**src/rtl/serial_subtractor_pkg.sv**
```systemverilog
// Purpose : shared state encoding and sizing helpers for the bit-serial subtractor.
// Latency : n/a (types and constants only).
// Backpres: n/a.
package serial_subtractor_pkg;

  typedef enum logic [1:0] {
    ST_IDLE  = 2'd0,
    ST_SHIFT = 2'd1,
    ST_DONE  = 2'd2
  } state_e;

  // Bit counter width. The counter only has to reach WIDTH-1.
  // It is never narrower than one bit.
  function automatic int cnt_width(input int width);
    return (width <= 2) ? 1 : $clog2(width);
  endfunction

endpackage

```
**src/rtl/serial_subtractor_fs.sv**
```systemverilog
// Purpose : 1-bit full subtractor (a - b - bin) built from 2:1 muxes and inverters.
// Latency : combinational, zero cycles.
// Backpres: none; pure function of its inputs.
// Ports   : a, b, bin -> d (difference bit), bout (borrow out).
module full_subtractor (
  input  logic a,
  input  logic b,
  input  logic bin,
  output logic d,
  output logic bout
);

  logic x;

  // x = a ^ b, written as a mux that selects b or its inverse.
  assign x = a ? ~b : b;

  // d = x ^ bin.
  assign d = x ? ~bin : bin;

  // When the bits differ, a borrow happens exactly when a is 0.
  // When the bits match, the incoming borrow passes straight through.
  assign bout = x ? ~a : bin;

endmodule

```
**src/rtl/serial_subtractor.sv**
```systemverilog
// Purpose : bit-serial WIDTH-bit subtractor, diff = a - b mod 2^WIDTH, LSB first.
// Latency : start accepted at edge k -> done pulses in the cycle after edge k+WIDTH.
// Backpres: start is only honoured in IDLE; requests while busy/done are dropped.
// Ports   : clk, rst_n (async, active-low), start, a_in, b_in -> diff, borrow_out,
//           busy (SHIFT state), done (one-cycle pulse in DONE state).
module serial_subtractor #(
  parameter int WIDTH = 4  // legal range 2..32
) (
  input  logic             clk,
  input  logic             rst_n,
  input  logic             start,
  input  logic [WIDTH-1:0] a_in,
  input  logic [WIDTH-1:0] b_in,
  output logic [WIDTH-1:0] diff,
  output logic             borrow_out,
  output logic             busy,
  output logic             done
);

  import serial_subtractor_pkg::*;

  localparam int             CW   = cnt_width(WIDTH);
  localparam logic [CW-1:0]  LAST = CW'(WIDTH - 1);

  state_e           state_q, state_d;
  logic [WIDTH-1:0] a_q, a_d;
  logic [WIDTH-1:0] b_q, b_d;
  logic [WIDTH-1:0] diff_q, diff_d;
  logic             bw_q, bw_d;
  logic             borrow_q, borrow_d;
  logic [CW-1:0]    cnt_q, cnt_d;

  logic             fs_d;
  logic             fs_bout;

  // A single cell handles every bit position.
  // The operands shift their next bit into position 0 on each cycle.
  full_subtractor u_fs (
    .a    (a_q[0]),
    .b    (b_q[0]),
    .bin  (bw_q),
    .d    (fs_d),
    .bout (fs_bout)
  );

  always_comb begin
    state_d  = state_q;
    a_d      = a_q;
    b_d      = b_q;
    diff_d   = diff_q;
    bw_d     = bw_q;
    borrow_d = borrow_q;
    cnt_d    = cnt_q;

    unique case (state_q)
      ST_IDLE: begin
        if (start) begin
          a_d     = a_in;
          b_d     = b_in;
          bw_d    = 1'b0;
          cnt_d   = '0;
          diff_d  = '0;
          state_d = ST_SHIFT;
        end
      end

      ST_SHIFT: begin
        // New difference bits enter at the MSB.
        // After WIDTH shifts the first bit computed has reached bit 0.
        diff_d = {fs_d, diff_q[WIDTH-1:1]};
        a_d    = a_q >> 1;
        b_d    = b_q >> 1;
        bw_d   = fs_bout;
        cnt_d  = cnt_q + CW'(1);
        if (cnt_q == LAST) begin
          borrow_d = fs_bout;
          state_d  = ST_DONE;
        end
      end

      ST_DONE: begin
        state_d = ST_IDLE;
      end

      default: begin
        state_d = ST_IDLE;
      end
    endcase
  end

  always_ff @(posedge clk or negedge rst_n) begin
    if (!rst_n) begin
      state_q  <= ST_IDLE;
      a_q      <= '0;
      b_q      <= '0;
      diff_q   <= '0;
      bw_q     <= 1'b0;
      borrow_q <= 1'b0;
      cnt_q    <= '0;
    end else begin
      state_q  <= state_d;
      a_q      <= a_d;
      b_q      <= b_d;
      diff_q   <= diff_d;
      bw_q     <= bw_d;
      borrow_q <= borrow_d;
      cnt_q    <= cnt_d;
    end
  end

  assign diff       = diff_q;
  assign borrow_out = borrow_q;
  assign busy       = (state_q == ST_SHIFT);
  assign done       = (state_q == ST_DONE);

endmodule

```
**config.mk**
```make
export PLATFORM = sky130hd
export DESIGN_NAME = serial_subtractor
export DESIGN_NICKNAME = d
export VERILOG_FILES = /design/src/rtl/serial_subtractor_pkg.sv /design/src/rtl/serial_subtractor_fs.sv /design/src/rtl/serial_subtractor.sv
export SDC_FILE = /design/constraint.sdc
export NUM_CORES = 1
export LEC_CHECK = 0
export BUFFER_PORTS_ARGS = -buffer_cell sky130_fd_sc_hd__buf_2
export CAP_MARGIN = 20
export CORE_MARGIN = 5
export CORE_UTILIZATION = 45
export CTS_CLUSTER_SIZE = 12
export DETAILED_ROUTE_END_ITERATION = 6
export PLACE_DENSITY = 0.67
export SLEW_MARGIN = 20
export SYNTH_ARGS = -nofsm -noshare
export SYNTH_HDL_FRONTEND = slang
export SYNTH_HIERARCHICAL = 1
export SYNTH_SLANG_ARGS = --single-unit
export TNS_END_PERCENT = 20
```
**constraint.sdc**
```tcl
create_clock -name clk -period 1.7 [get_ports clk]
set_input_delay 0.255 -clock clk [delete_from_list [all_inputs] [get_ports clk]]
set_output_delay 0.255 -clock clk [all_outputs]
set_load 0.01 [all_outputs]
```
== After elaboration in Yosys (flattened, before gate mapping) ==
Cells that the tools add are included.
Word-level totals
  bits of input ports: 11
  flip-flop bits (word level): 18
  word-level logic and storage cells: 37
Operators by class
  mux-type cells: 16
  reduce and logical (&&, ||, !) cells: 5
  bitwise logic cells: 3
  equality and inequality tests: 5
  add/subtract/negate cells: 1
Operator list (number)
  $pmux 4 s2: 3
  $mux 4: 3
  $pmux 2 s2: 2
  $mux 2: 3
  $reduce_and 2->1: 3
  $eq 2x2->1 const B: 2
  $mux 1: 4
  $not 1->1: 3
  $add 2x1->2 const B: 1
  $eq 2x1->1 const B: 1
  $logic_not 2->1: 1
  $ne 2x1->1 const B: 1
  $ne 2x2->1 const B: 1
  $pmux 1 s2: 1
  $reduce_bool 2->1: 1

== Logic depth before layout (Yosys ltp) ==
Gate-level depths: netlist of the first run.
  depth in word-level cells: 4
  depth in mapped cells: 4

== Hierarchy ==
Netlist of the first run, hierarchy kept.
By module, submodules not included
  serial_subtractor: sequential area each 450.4 µm², cells an instance 63, area an instance 828.3 µm², instances 1
  full_subtractor: sequential area each 0.0 µm², cells an instance 5, area an instance 30.0 µm², instances 1

== Least setup slack after synthesis of the first run ==
OpenSTA, ideal clock, no wires.
  path kind: reg-to-reg
  start point: register state_q[0]
  end point: register b_q[0]
  required time: 1577 ps
  data arrival time: 1092 ps
  path slack: 485 ps
  cell stages (with the launch flop): 4
  clock period less this slack: 1215 ps
  cell sequence: dfrtp_1 buf_6 or4b_1 o221a_2
Between the ends
  cells in the longest elaborated chain, start to end: 3
  elaborated cells between the ends (all ways): 6
  those cells by class: eq/ne (2); mux (1); reduce/logical (3)
RTL lines
  start, declared: RTL line serial_subtractor.sv:25  | state_e state_q, state_d;
  start signal, assigned: RTL line serial_subtractor.sv:101  | state_q <= state_d;
  $eq 2x1->1 / $logic_not 2->1 (equally long branches): RTL line serial_subtractor.sv:55  | unique case (state_q)
  $reduce_bool 2->1 (no line) / $ne 2x2->1 (equally long branches)
  $reduce_and 2->1 (no line)
  end signal, assigned: RTL line serial_subtractor.sv:95  | b_q <= '0;
  end signal, assigned: RTL line serial_subtractor.sv:103  | b_q <= b_d;
  end, declared: RTL line serial_subtractor.sv:27  | logic [WIDTH-1:0] b_q, b_d;
Parallel ways exist; a longest one is shown, timed or not.
A chain may end at the register's enable or synchronous reset.

== Final worst setup path of the first run ==
  start point: register state_q[0]
  end point: output port busy
Between the ends
  cells in the longest elaborated chain, start to end: 1
RTL lines
  $eq 2x1->1: RTL line serial_subtractor.sv:113  | assign busy = (state_q == ST_SHIFT);
  end, declared: RTL line serial_subtractor.sv:16  | output logic busy,
Every way passes these cells.

==> run metrics, run 1 <==
reg2reg end=b_q[2]$_DFFE_PN0P_; number of global-route vias before repair=between 500 and 600; Worst Hold Class=primary input to register; period utilization=90.5%; DRT Wirelength=approximately 1500 µm; CTS clk-pin slew, worst paths=100 ps; Initial Util=48.7%; largest cells by area after synthesis=dfrtp_1, a22o_1, o221a_2; Peak Freq=650 MHz; largest net degree at the start of global routing=19; number of synthesized flops with an enable pin=0; Final WS setup=162 ps; worst-path fanout max=12; Worst Path Buf+Inv=2; CP Cell Sequence=nand2b_2, inv_2, buf_2; final count of hold timing violations=0; hold path depth=3; share of layout cells above drive strength 1=37.1%; type of origin of the critical path=register; wire per inst=13.2 µm; CTS root buf=clkbuf_4; I/O Buffers=17; core area=1760 µm²; Crit path required time=roughly 1400 ps; Syn Nets=80; TritonCTS Buffers=3; data arrival time of the critical path=~1300 ps; Die Ht=53.7 µm; # clock sinks=18; CP top delay family=flip-flops; total grt overflow=0; H-tree levels=1; flops & latches, synth=18; first-pass GRT wire length=2590 µm; pins over their slew limit=0; dpl hpwl=1050 µm; clock buffer depth=2; # diodes=0; DR pass1 iterations=4; Worst Path Class, Setup=register to output port; Worst path max stage delay=between 500 and 600 ps; worst slew pin tran=between 300 and 400 ps; Post-Syn Area=858 µm²; synth warn=6; Die X=between 50 and 60 µm; area leader, netlist=dfrtp_1; Post-Syn Area per Cell=approximately 13 µm²; antenna violations before repair=0; most frequent cells after synthesis=dfrtp_1, a22o_1, inv_1; area share of the largest cell type after synthesis=52.5%; top-count cell post-synth=dfrtp_1; Slew HR=74.0%; Total Neg Setup Slack=0 ps; Worst Setup End Kind=output port; ANT nets after route=0; peak supply drop=0.000807 V; RSZ-0062 raised after global routing=no; power per cell area=1800 nW/µm²; post-synthesis sequential area ratio=52.5%; vias post-DR=roughly 590; Total GRT Usage=12.6%; I/O pins=18; predominant post-synthesis flop cell=dfrtp_1; slack of the worst reg-to-reg path=410 ps; Worst Reg-to-Reg Cells=2; Worst Min Path Start=a_in[2]; drt initial violations=8; clock latency on the worst-skew pair=290 ps; clk_skew=3.71 ps; ys async rst share=100%; vias per cell=around 5.2; DIE AREA=2880 µm²; RR Startpoint=state_q[0]$_DFFE_PN0P_; worst slack, placed=341 ps; slowest cell on the critical path=dfrtp_1; endpoints failing setup=0; Final #Nets=102; # rows=15; library cells used by synthesis=30; # DRC=0; Max Cap Viol=0; area grow syn2layout=18.1%; Tmin final=~1500 ps; run status=finished, final reports clean; Hold EP=a_q[2]$_DFFE_PN0P_; CP Launch Point=state_q[0]$_DFFE_PN0P_; GP Congestion=about 0.66; Leak Pwr=0.492 nW; clock tree from TritonCTS=yes; Mapped Cells=slightly below 70
[per-stage QoR]
| stage | instance area [µm²] | utilization (%) | instances | total power [mW] | hold WS, ps |
|---|---|---|---|---|---|
| 5_1_grt | 1010 | 57.4 | 114 | 1.99 | 307 |
| 4_1_cts | 998 | 56.6 | 112 | 1.84 | 271 |
| 3_3_place_gp | 951 | 53.9 | 107 | 1.55 | 206 |
| 2_1_floorplan | 858 | - | 68 | 1.39 | -40.6 |
| 3_5_place_dp | 951 | 53.9 | 107 | 1.56 | 206 |
| 6_report | 1010 | 57.4 | 114 | 1.83 | 288 |
[report_power, final]
part           leakage [nW]  total, mW  switching, mW  internal, mW
sequential            0.222      0.787          0.161         0.626
clock                0.0210      0.263          0.132         0.131
combinational         0.249      0.777          0.350         0.426
total                 0.492       1.83          0.644          1.18
[worst max path at each step]
| stage | cells after the start | slack, ps | endpoint |
|---|---|---|---|
| finish | 3 | 160 | busy |
| global route | 3 | 7 | busy |
| CTS | 3 | 60 | busy |
| detailed placement | 3 | 340 | busy |
| global placement | 3 | 350 | busy |
| floorplan | 3 | 480 | b_q[0]$_DFFE_PN0P_ |
[sequential cells by signal, indices dropped and copies added, names as in the netlist]
signal,flops
a_q,4
bw_q,1
diff,4
b_q,4
borrow_out,1
cnt_q,2
state_q,2
[layout make-up]
cell class / count / area [µm²]
fill: 164 / 751
sequential: 18 / 452
multi-input combinational: 41 / 358
timing repair buffer: 21 / 118
clock buffer: 4 / 36.3
tap: 25 / 31.3
inverter: 5 / 18.8
[what timing repair did]
item / in CTS / in global routing
setup endpoints to repair: 1 / 1
hold buffers: 1 / 0
endpoints found under the hold margin: 18 / 0
setup buffers: 0 / 2
resized for setup: 1 / 0
[worst min-delay path, stage by stage]
cell	delay, ps
buf_2	80
nor4b_1	40
a211oi_1	160
[kinds of logic after synthesis]
| group | count (synthesis) | share of synthesized area [%] |
|---|---|---|
| AOI/OAI and AO/OA | 18 | 19.2 |
| and+or+nand+nor | 18 | 16.5 |
| DFF | 18 | 52.5 |
| buffers and inverters | 9 | 5.83 |
| xor gates and xnor gates | 2 | 2.04 |
| muxes | 2 | 2.48 |
| adders and majority gates | 1 | 1.46 |
[layout by cell type (no fill, tap or decap)]
master         Yosys  routed
dfrtp_1           18      17
buf_2              1      17
a22o_1             6       6
inv_1              4       4
nor3b_1            3       3
nor4b_1            3       3
or4b_1             3       3
o221a_2            3       3
clkbuf_4           0       3
buf_4              2       3
nand2b_1           2       2
a211oi_1           2       2
nor4bb_1           2       2
xnor2_1            2       2
nand2b_2           1       1
inv_2              1       1
nor2b_1            1       1
a21oi_1            1       1
o21bai_4           1       1
a221oi_1           1       1
o21ba_2            1       1
nand3b_1           1       1
a21o_1             1       1
a211o_1            1       1
mux2_2             1       1
mux2i_1            1       1
ha_1               1       1
clkbuf_8           0       1
dlygate4sd3_1      0       1
dfrtp_2            0       1
nor2_1             1       1
nand2_1            1       1
o21ai_0            1       1
[metal layers]
| layer | routed length [µm] | GRT usage [%] |
|---|---|---|
| met3 | 76 | 5.82 |
| met1 | 760 | 17.9 |
| met5 | 0 | 0 |
| met2 | 669 | 17.5 |
| met4 | 0 | 2.55 |
Power figures use the tool's default switching activity.
==> inputs of run 2 (changes only) <==
- BUFFER_PORTS_ARGS: -buffer_cell sky130_fd_sc_hd__buf_2 -> default
- CORE_ASPECT_RATIO: default -> 1.2
- DONT_BUFFER_PORTS: default -> 1
- PLACE_DENSITY: 0.67 -> 0.59
==> run 2 against run 1 <==
Clock power shrank 23%. Via count shrank 8.7%. Setup slack lost 40 ps. Total power shrank 8.2%. Largest cell class unchanged.
==> run metrics, run 2 (synthesis results as in run 1) <==
run status=finished, final reports clean; # DRC=0; Worst Hold Class=primary input to register; Worst path max stage delay=540 ps; area grow syn2layout=3.06%; clock share of power=12.1%; Worst Path Class, Setup=register to output port; Initial Util=46.9%; DRT Wirelength=between 1500 and 2000 µm; Total GRT Usage=11.9%; Final #Nets=82; dpl hpwl=1070 µm; Tmin final=~1600 ps; core area=1830 µm²; clock buffer depth=2; H-tree levels=1; part of the power in registers=51.5%; CP top delay family=flip-flops; commonest non-fill, non-tap cell in the layout=dfrtp_1; number of global-route vias before repair=between 500 and 600; DIE AREA=2880 µm²; Pint=1.05 mW; GP Congestion=0.658; Leak Pwr=0.397 nW; Die Ht=57.8 µm; antenna violations before repair=0; worst-path fanout max=17; post-CTS setup buffer count=0; Net Switching=0.625 mW; vias post-DR=538; Peak Freq=between 600 and 700 MHz; Total Neg Setup Slack=0 ps; Switching Fraction=between 30% and 40%; Slew HR=45.9%; share of layout cells above drive strength 1=17.6%; # rows=17; wire per inst=~18 µm; final count of hold timing violations=0; clk_skew=between 2 and 2.5 ps; power per cell area=1900 nW/µm²; worst slew pin tran=just over 800 ps; Worst Setup End Kind=output port; TritonCTS Buffers=3; vias per cell=6.18; largest net degree at the start of global routing=19; pins over their slew limit=0; I/O Buffers=0; RSZ-0062 raised after global routing=no; slowest cell on the critical path=dfrtp_1; type of origin of the critical path=register; ANT nets after route=0; Max Cap Viol=0; peak supply drop=0.000788 V; Overall Power=1.68 mW; CTS root buf=clkbuf_4; Logic pwr share=36.4%; Worst Path Buf+Inv=1; data arrival time of the critical path=around 1300 ps; endpoints failing setup=0; I/O pins=18; drt initial violations=10; period utilization=92.8%; CP Cell Sequence=nand2b_2, inv_2; clock latency on the worst-skew pair=between 200 and 300 ps; # clock sinks=18; most frequent cells in the layout=dfrtp_1, a22o_1, inv_1; fill cell count=171; Crit path required time=1440 ps; Die X=roughly 50 µm; total grt overflow=0; # diodes=0; DR pass1 iterations=4; CTS clk-pin slew, worst paths=100 ps; clock tree from TritonCTS=yes; first-pass GRT wire length=2670 µm
run 2: changes by cell type in the layout (fill, tap and decap cells not counted), sizes merged:
cell	delta
clkbuf	-1
buf	-20
run 2: path summary, 6_finish.rpt:
path                                         from                endpoint  slack, ps  cells past startpoint
min in group asynchronous                   rst_n      b_q[0]$_DFFE_PN0P_        500                      1
setup / recovery           state_q[1]$_DFFE_PN0P_                    busy        120                      2
setup reg to reg           state_q[1]$_DFFE_PN0P_      a_q[1]$_DFFE_PN0P_        310                      3
hold / removal                              start  state_q[0]$_DFFE_PN0P_        110                      2
max in group asynchronous                   rst_n  state_q[0]$_DFFE_PN0P_        650                      1
hold reg to reg              cnt_q[0]$_DFFE_PN0P_    cnt_q[0]$_DFFE_PN0P_        490                      1
run 2: cell type report:
class | count | area, µm² | share of cell area (%)
inverters | 5 | 18.8 | 2.12
multi-input cells | 41 | 358 | 40.5
well taps | 19 | 23.8 | 2.69
clock buffers | 3 | 22.5 | 2.55
repair buffers | 1 | 10.0 | 1.13
flip-flops and latches | 18 | 452 | 51.1
run 2: worst reg2reg max path, stage by stage, from the launching register on:
cell      delay [ps]
dfrtp_1          620
nand2b_2         270
inv_2            120
a221oi_1         290
run 2: through the flow:
stage	utilization (%)	hold WS, ps	setup slack [ps]	cell area, µm²	instances
2_1_floorplan	-	-40.6	485	858	68
3_3_place_gp	46.5	-40.1	329	851	83
3_5_place_dp	46.5	-40.1	305	851	83
4_1_cts	48.3	106	46.0	883	87
5_1_grt	48.4	133	1.03	885	87
6_report	48.4	110	122	885	87
run 2: what timing repair did:
action	in CTS	in global routing
endpoints found under the hold margin	18	0
setup endpoints to repair	0	1
resized for setup	0	1
hold buffers	1	0
run 2: routing by layer:
layer / global-route usage (%) / part of all wire [%] / up-vias
li1: - / - / 257
met1: 15.2 / 44 / 269
met2: 18.4 / 50 / 10
met3: 3.60 / 5.0 / 2
met4: 5.62 / 1.0 / 0
met5: 0 / 0 / -
run 2: power by group through the flow:
stage	logic (mW)	clock network (mW)	registers, mW
2_1_floorplan	0.626	0	0.765
5_1_grt	0.688	0.226	0.901
3_5_place_dp	0.605	0	0.874
4_1_cts	0.624	0.215	0.864
3_3_place_gp	0.591	0	0.865
6_report	0.611	0.203	0.863
